<file path="config.mk">
export PLATFORM = sky130hd
export DESIGN_NAME = input_cmd_sched
export DESIGN_NICKNAME = d
export VERILOG_FILES = /design/src/rtl/input_cmd_sched.sv
export SDC_FILE = /design/constraint.sdc
export NUM_CORES = 1
export LEC_CHECK = 0
export CORE_UTILIZATION = 55
export DETAILED_ROUTE_END_ITERATION = 16
export GPL_ROUTABILITY_DRIVEN = 0
export PLACE_DENSITY_LB_ADDON = 0.3
export SLEW_MARGIN = 20
export SYNTH_ARGS = -nofsm -noshare
export SYNTH_HDL_FRONTEND = slang
export SYNTH_SLANG_ARGS = --single-unit
</file>
<file path="constraint.sdc">
create_clock -name CLK -period 2.7 [get_ports CLK]
set_input_delay 0.54 -clock CLK [delete_from_list [all_inputs] [get_ports CLK]]
set_output_delay 0.54 -clock CLK [all_outputs]
set_load 0.1 [all_outputs]
</file>
<file path="src/rtl/input_cmd_sched.sv">
// Button command scheduler: sticky pending requests, FIRE > LEFT > RIGHT arbiter, command FIFO, fire cooldown.
// Optional INPUT_AUTOREPEAT_EN adds hold-to-repeat for LEFT/RIGHT driven by BTN_LVL and TICK.
//
// state     | meaning
// FIRE_RDY  | FIRE may be granted; a grant loads the cooldown counter
// FIRE_COOL | cooldown running; counts down on TICK, new FIRE presses are dropped
module input_cmd_sched #(
    parameter int FIRE_COOLDOWN = 8,
    parameter int QDEPTH        = 4,
    parameter int REPEAT_TICKS  = 6
) (
    input  logic       CLK,
    input  logic       aclr_i,
    input  logic       TICK,
    input  logic [2:0] BTN_P,
    input  logic [2:0] BTN_LVL,
    input  logic       CMD_READY,
    output logic       CMD_VALID,
    output logic [1:0] CMD,
    output logic       FIRE_BUSY,
    output logic       DROP
);

    localparam int PW = $clog2(QDEPTH);

    typedef enum logic {FIRE_RDY = 1'b0, FIRE_COOL = 1'b1} fire_state_t;

    fire_state_t state, state_n;
    logic [7:0]  cool_cnt, cool_cnt_n;
    logic [2:0]  pend, pend_n;
    logic [1:0]  rep_set;
    logic [1:0]  mem [QDEPTH];
    logic [PW-1:0] wr_ptr, rd_ptr;
    logic [PW:0] count;
    logic        drop_q;
    logic        pop, full, can_push, push;
    logic        gnt_fire, gnt_left, gnt_right, fire_drop;
    logic [1:0]  push_cmd;

`ifdef INPUT_AUTOREPEAT_EN
    logic [7:0] rep_cnt [2];
    logic       unused_lvl;
    assign unused_lvl = BTN_LVL[2];

    // Direction i repeats when the held level sees its REPEAT_TICKS-th TICK.
    always_comb begin
        rep_set = '0;
        for (int i = 0; i < 2; i++)
            rep_set[i] = BTN_LVL[i] & ~BTN_P[i] & TICK & (rep_cnt[i] == 8'(REPEAT_TICKS - 1));
    end

    always_ff @(posedge CLK or posedge aclr_i) begin
        if (aclr_i) begin
            rep_cnt[0] <= '0;
            rep_cnt[1] <= '0;
        end else begin
            for (int i = 0; i < 2; i++) begin
                if (!BTN_LVL[i] || BTN_P[i])
                    rep_cnt[i] <= '0;
                else if (rep_set[i])
                    rep_cnt[i] <= '0;
                else if (TICK)
                    rep_cnt[i] <= rep_cnt[i] + 8'd1;
            end
        end
    end
`else
    logic unused_lvl;
    assign unused_lvl = ^BTN_LVL;
    assign rep_set    = '0;
`endif

    assign CMD_VALID = (count != '0);
    assign CMD       = CMD_VALID ? mem[rd_ptr] : 2'b00;
    assign FIRE_BUSY = (state == FIRE_COOL);
    assign DROP      = drop_q;

    assign pop       = CMD_VALID & CMD_READY;
    assign full      = (count == (PW+1)'(QDEPTH));
    assign can_push  = ~full | pop;
    assign gnt_fire  = can_push & pend[2];
    assign gnt_left  = can_push & pend[0] & ~pend[2];
    assign gnt_right = can_push & pend[1] & ~pend[2] & ~pend[0];
    assign push      = gnt_fire | gnt_left | gnt_right;
    assign push_cmd  = gnt_fire ? 2'b11 : (gnt_left ? 2'b01 : 2'b10);
    // A press landing on the grant edge would queue a second FIRE inside the cooldown.
    assign fire_drop = BTN_P[2] & ((state == FIRE_COOL) | gnt_fire);

    always_comb begin
        pend_n[0] = (pend[0] & ~gnt_left)  | BTN_P[0] | rep_set[0];
        pend_n[1] = (pend[1] & ~gnt_right) | BTN_P[1] | rep_set[1];
        pend_n[2] = (pend[2] & ~gnt_fire)  | (BTN_P[2] & ~fire_drop);
    end

    always_comb begin
        state_n    = state;
        cool_cnt_n = cool_cnt;
        case (state)
            FIRE_RDY: begin
                if (gnt_fire) begin
                    cool_cnt_n = 8'(FIRE_COOLDOWN);
                    state_n    = FIRE_COOL;
                end
            end
            FIRE_COOL: begin
                if (TICK) begin
                    cool_cnt_n = cool_cnt - 8'd1;
                    if (cool_cnt <= 8'd1) begin
                        cool_cnt_n = '0;
                        state_n    = FIRE_RDY;
                    end
                end
            end
            default: state_n = FIRE_RDY;
        endcase
    end

    always_ff @(posedge CLK or posedge aclr_i) begin
        if (aclr_i) begin
            state    <= FIRE_RDY;
            cool_cnt <= '0;
            pend     <= '0;
            drop_q   <= 1'b0;
            wr_ptr   <= '0;
            rd_ptr   <= '0;
            count    <= '0;
        end else begin
            state    <= state_n;
            cool_cnt <= cool_cnt_n;
            pend     <= pend_n;
            drop_q   <= fire_drop;
            if (push)
                wr_ptr <= wr_ptr + 1'b1;
            if (pop)
                rd_ptr <= rd_ptr + 1'b1;
            if (push && !pop)
                count <= count + 1'b1;
            else if (pop && !push)
                count <= count - 1'b1;
        end
    end

    always_ff @(posedge CLK) begin
        if (push)
            mem[wr_ptr] <= push_cmd;
    end

endmodule

</file>
; Yosys cells after proc, flatten, opt, wreduce, memory -nomap -nowiden
; Memory sizes are Yosys's and may differ from the RTL's.
; Index checks and enable logic that the tools add are counted.
[word_totals]
in_bits = 10
memories = 1
out_inout_bits = 5
register_bits = 20
ramBits = 8
[op_classes]
muxes = 15
n_addsub = 5
n_eq_ne = 3
bitwise = 27
n_reduce_logical = 7
magnitude_cmp = 1
[mem_list]
columns = memory, depth, word_bits, rd, rd_clocked_by_memory_dff, wr, line
row1 = mem, 4, 2, 1, 0, 1, 32  ; logic [1:0] mem [QDEPTH];
[ops]
columns = cell, count
row1 = $mux W8, 3
row2 = $pmux W8 S2, 1
row3 = $and A1 B1 Y1, 12
row4 = $le A8 B1 Y1 const B, 1
row5 = $not A1 Y1, 8
row6 = $sub A8 B1 Y8 const B, 1
row7 = $or A1 B1 Y1, 7
row8 = $mux W2, 3
row9 = $mux W3, 2
row10 = $mux W1, 5
row11 = $add A2 B1 Y2 const B, 2
row12 = $ne A2 B2 Y1 const B, 2
row13 = $add A3 B1 Y3 const B, 1
row14 = $eq A3 B3 Y1 const B, 1
row15 = $reduce_bool A3 Y1, 1
row16 = $sub A3 B1 Y3 const B, 1
row17 = $logic_and A1 B1 Y1, 2
row18 = $logic_not A1 Y1, 2
row19 = $pmux W1 S2, 1
row20 = $reduce_and A2 Y1, 1
row21 = $reduce_bool A2 Y1, 1

; Logic depth before layout (Yosys ltp)
[logic_depth]
depth_word = 11
depth_mapped = 9

; Worst setup path after synthesis
; OpenSTA, ideal clock, no wires.
[synth_timing]
path_kind = reg-to-output
startpoint = reg count[0]
endpoint = out CMD[0]
t_required_ps = 2160
t_arrival_ps = 2335
slack_ps = -175
stages_incl_launch_ff = 4
n_path_buf = 1
path_cell_list = dfrtp_1 -> or3_1 -> clkbuf_1 -> and2_1
[synth_between]
elab_chain_len = 2
[synth_lines]
columns = element, line
row1 = start: declaration, 34  ; logic [PW:0] count;
row2 = start signal: assignment, 137  ; count <= count + 1'b1;
row3 = start signal: assignment, 139  ; count <= count - 1'b1;
row4 = $reduce_bool A3 Y1, 73  ; assign CMD_VALID = (count != '0);
row5 = via CMD_VALID, 18  ; output logic CMD_VALID,
row6 = $mux W2, 74  ; assign CMD = CMD_VALID ? mem[rd_ptr] : 2'b00;
row7 = end: declaration, 19  ; output logic [1:0] CMD,
; The timed path passes the listed nets, and every way through them passes these cells.

; Final worst setup path
[layout_timing]
startpoint = reg rd_ptr[0]
endpoint = out CMD[1]
[layout_between]
elab_chain_len = 2
[layout_lines]
columns = element, line
row1 = start: declaration, 33  ; logic [PW-1:0] wr_ptr, rd_ptr;
row2 = start signal: assignment, 135  ; rd_ptr <= rd_ptr + 1'b1;
row3 = $mem_v2 Z4 W2, -
row4 = $mux W2, 74
; No other way between the ends.

==> run summary <==
Status -> finished clean
# diodes -> 0
Headroom to the max-slew limit -> 47.8%
CTS clk-pin slew, worst paths -> 0.14 ns
Syn nets -> 140
Post-CTS Setup Repair Bufs -> 0
Final Hold Viols -> 0
Most common cell in the netlist -> dfrtp_1
CP Class -> flop to output pin
DR top layer -> met4
CP peak stage delay -> 0.53 ns
Post-cts hold buffer count -> 0
Finished Cell Area -> 0.00158 mm²
Synth cell count leaders -> dfrtp_1, nand2_1, nor2_1
Final HPWL DP -> 1730 µm
Largest cells by area after synthesis -> dfrtp_1, edfxtp_1, ha_1
CP Data Required Time -> 2.16 ns
FP Rows -> 17
Slowest CP cell -> mux4_2
WL met2 -> 1050 µm
Final WL -> 2330 µm
WL/cell -> 14.0 µm
Area Growth Syn to Fin -> 12.1%
Vias in the first global route -> 906
I/O pins -> 15
# port buffers -> 11
Die width -> 52.6 µm
Final Setup Violations -> 0
Crit-path max FO -> 4
Post-CTS sizing -> 0
Setup TNS -> 0 ns
CTS tree -> built
Dpl cells -> 162
DR WL met3 -> 122 µm
Share of post-route cells with drive strength above 1 -> 13.8%
First-pass GRT wire length -> 3770 µm
Slew @ Worst Pin -> 0.782 ns
Total gr overflow -> 0
Worst path cell trace -> mux4_2 > and2_1 > buf_4
Crit path max-delay family -> multiplexers
DRC -> 0
Dominant synthesized flop cell -> dfrtp_1
Mean Syn Cell Area -> 11.5 µm²
CTS buffer count -> 3
Maxcap violations -> 0
Total GRT Usage -> 18.9%
CP Data Arrival Time -> 1.70 ns
Util after Layout -> 68.1%
Htree depth -> 1
Worst Hold Class -> flop to flop
Placed inst area -> 0.00155 mm²
Min Tclk post-route -> 2.24 ns
Final Slew Violations -> 0
Yosys cell types -> 38
Share of the synthesized area in the top cell type -> 35.5%
Routed met1 length -> 1120 µm
Largest net degree at the start of global routing -> 21
RSZ-0062 raised after global routing -> no
Vias -> 953
Critical Path End Type -> output pin
Synthesis-stage register bit count -> 28
Antenna violations before repair -> 0
Worst Skew -> 0.00752 ns
Syn. warnings -> 0
Net count of the finished layout -> 157
Initial Util -> 60.8%
CTS Root Cell -> clkbuf_4
Die Y -> 52.6 µm
Clock Latency Late Sink -> 0.31 ns
Clock Path Buffers -> 2
Period utilisation layout -> 83.0%
Die area -> 0.00277 mm²
DRT iter0 DRCs -> 25
Final Non-Filler Cells -> 166
Clk sinks -> 28
Post-synthesis sequential area ratio -> 52.6%
DR pass1 iterations -> 4
Max Fclk -> 0.446 GHz
Vias/cell -> 5.74
Post-route ant nets -> 0
EDFF count, synth -> 8
Synthesized area -> 0.00141 mm²
Cells after Synth -> 122
CP Buf/Inv Count -> 1
CP startpoint kind -> flop
Synth async-reset ratio -> 71.4%
Core area -> 0.00232 mm²
Post-synth top area cell -> dfrtp_1
## through the flow
stage / hold WS (ns) / setup slack, ns
after floorplan: 0.448 / 0.230
after global placement: 0.468 / 0.255
after detailed placement: 0.474 / 0.151
after CTS: 0.506 / 0.450
after global routing: 0.525 / 0.371
final: 0.501 / 0.460
## state kept, by name, summed over array words and instances, names as in the netlist
| signal | flops |
|---|---|
| FIRE_BUSY | 1 |
| DROP | 1 |
| mem | 8 |
| cool_cnt | 8 |
| pend | 3 |
| rd_ptr | 2 |
| count | 3 |
| wr_ptr | 2 |
## cell type report
class | count | area, µm²
multi-input combinational | 85 | 634
fill | 180 | 739
sequential | 28 | 741
clock inverter | 1 | 3.75
timing repair buffer | 13 | 113
inverter | 8 | 30.0
clock buffer | 3 | 22.5
tap | 28 | 35.0
## path summary, 6_finish.rpt
kind | from | to | slack [ns] | depth (start not counted)
worst max-delay path | rd_ptr[0] | CMD[1] | 0.46 | 3
worst min-delay path | pend[1] | pend[1] | 0.50 | 1
worst max register to register | count[0] | count[2] | 0.50 | 8
worst min register to register | pend[1] | pend[1] | 0.50 | 1
max in group asynchronous | aclr_i | wr_ptr[0] | 1.57 | 2
min in group asynchronous | aclr_i | count[1] | 0.65 | 2
## placed cells by master (no fill, tap or decap), drive strengths merged, types with 4 or more instances in the layout
cell type	Yosys	final
nand3	4	4
o21ai	6	6
edfxtp	8	8
dfrtp	20	20
buf	0	7
nor2	9	9
nand2	13	13
clkdlybuf4s50	0	6
and2	8	8
xnor2	5	5
ha	7	7
inv	8	8
## layer usage
| layer | up-vias | global-route usage (%) |
|---|---|---|
| met1 | 451 | 25.2 |
| met5 | - | 0 |
| met2 | 34 | 30.0 |
| met3 | 6 | 2.90 |
| li1 | 462 | - |
| met4 | 0 | 8.77 |
## cells by family after synthesis
family          after synthesis  synth area share (%)
xor+xnor                      7                  4.35
compound gates               18                  8.97
buf+inv                       9                  2.40
flops                        28                  52.6
fa+ha+maj                     8                  7.64
simple gates                 48                  19.3
mux                           4                  4.80
Power is not shown: default switching activity piles up to over one toggle a cycle in this logic, so the estimate is an artifact.
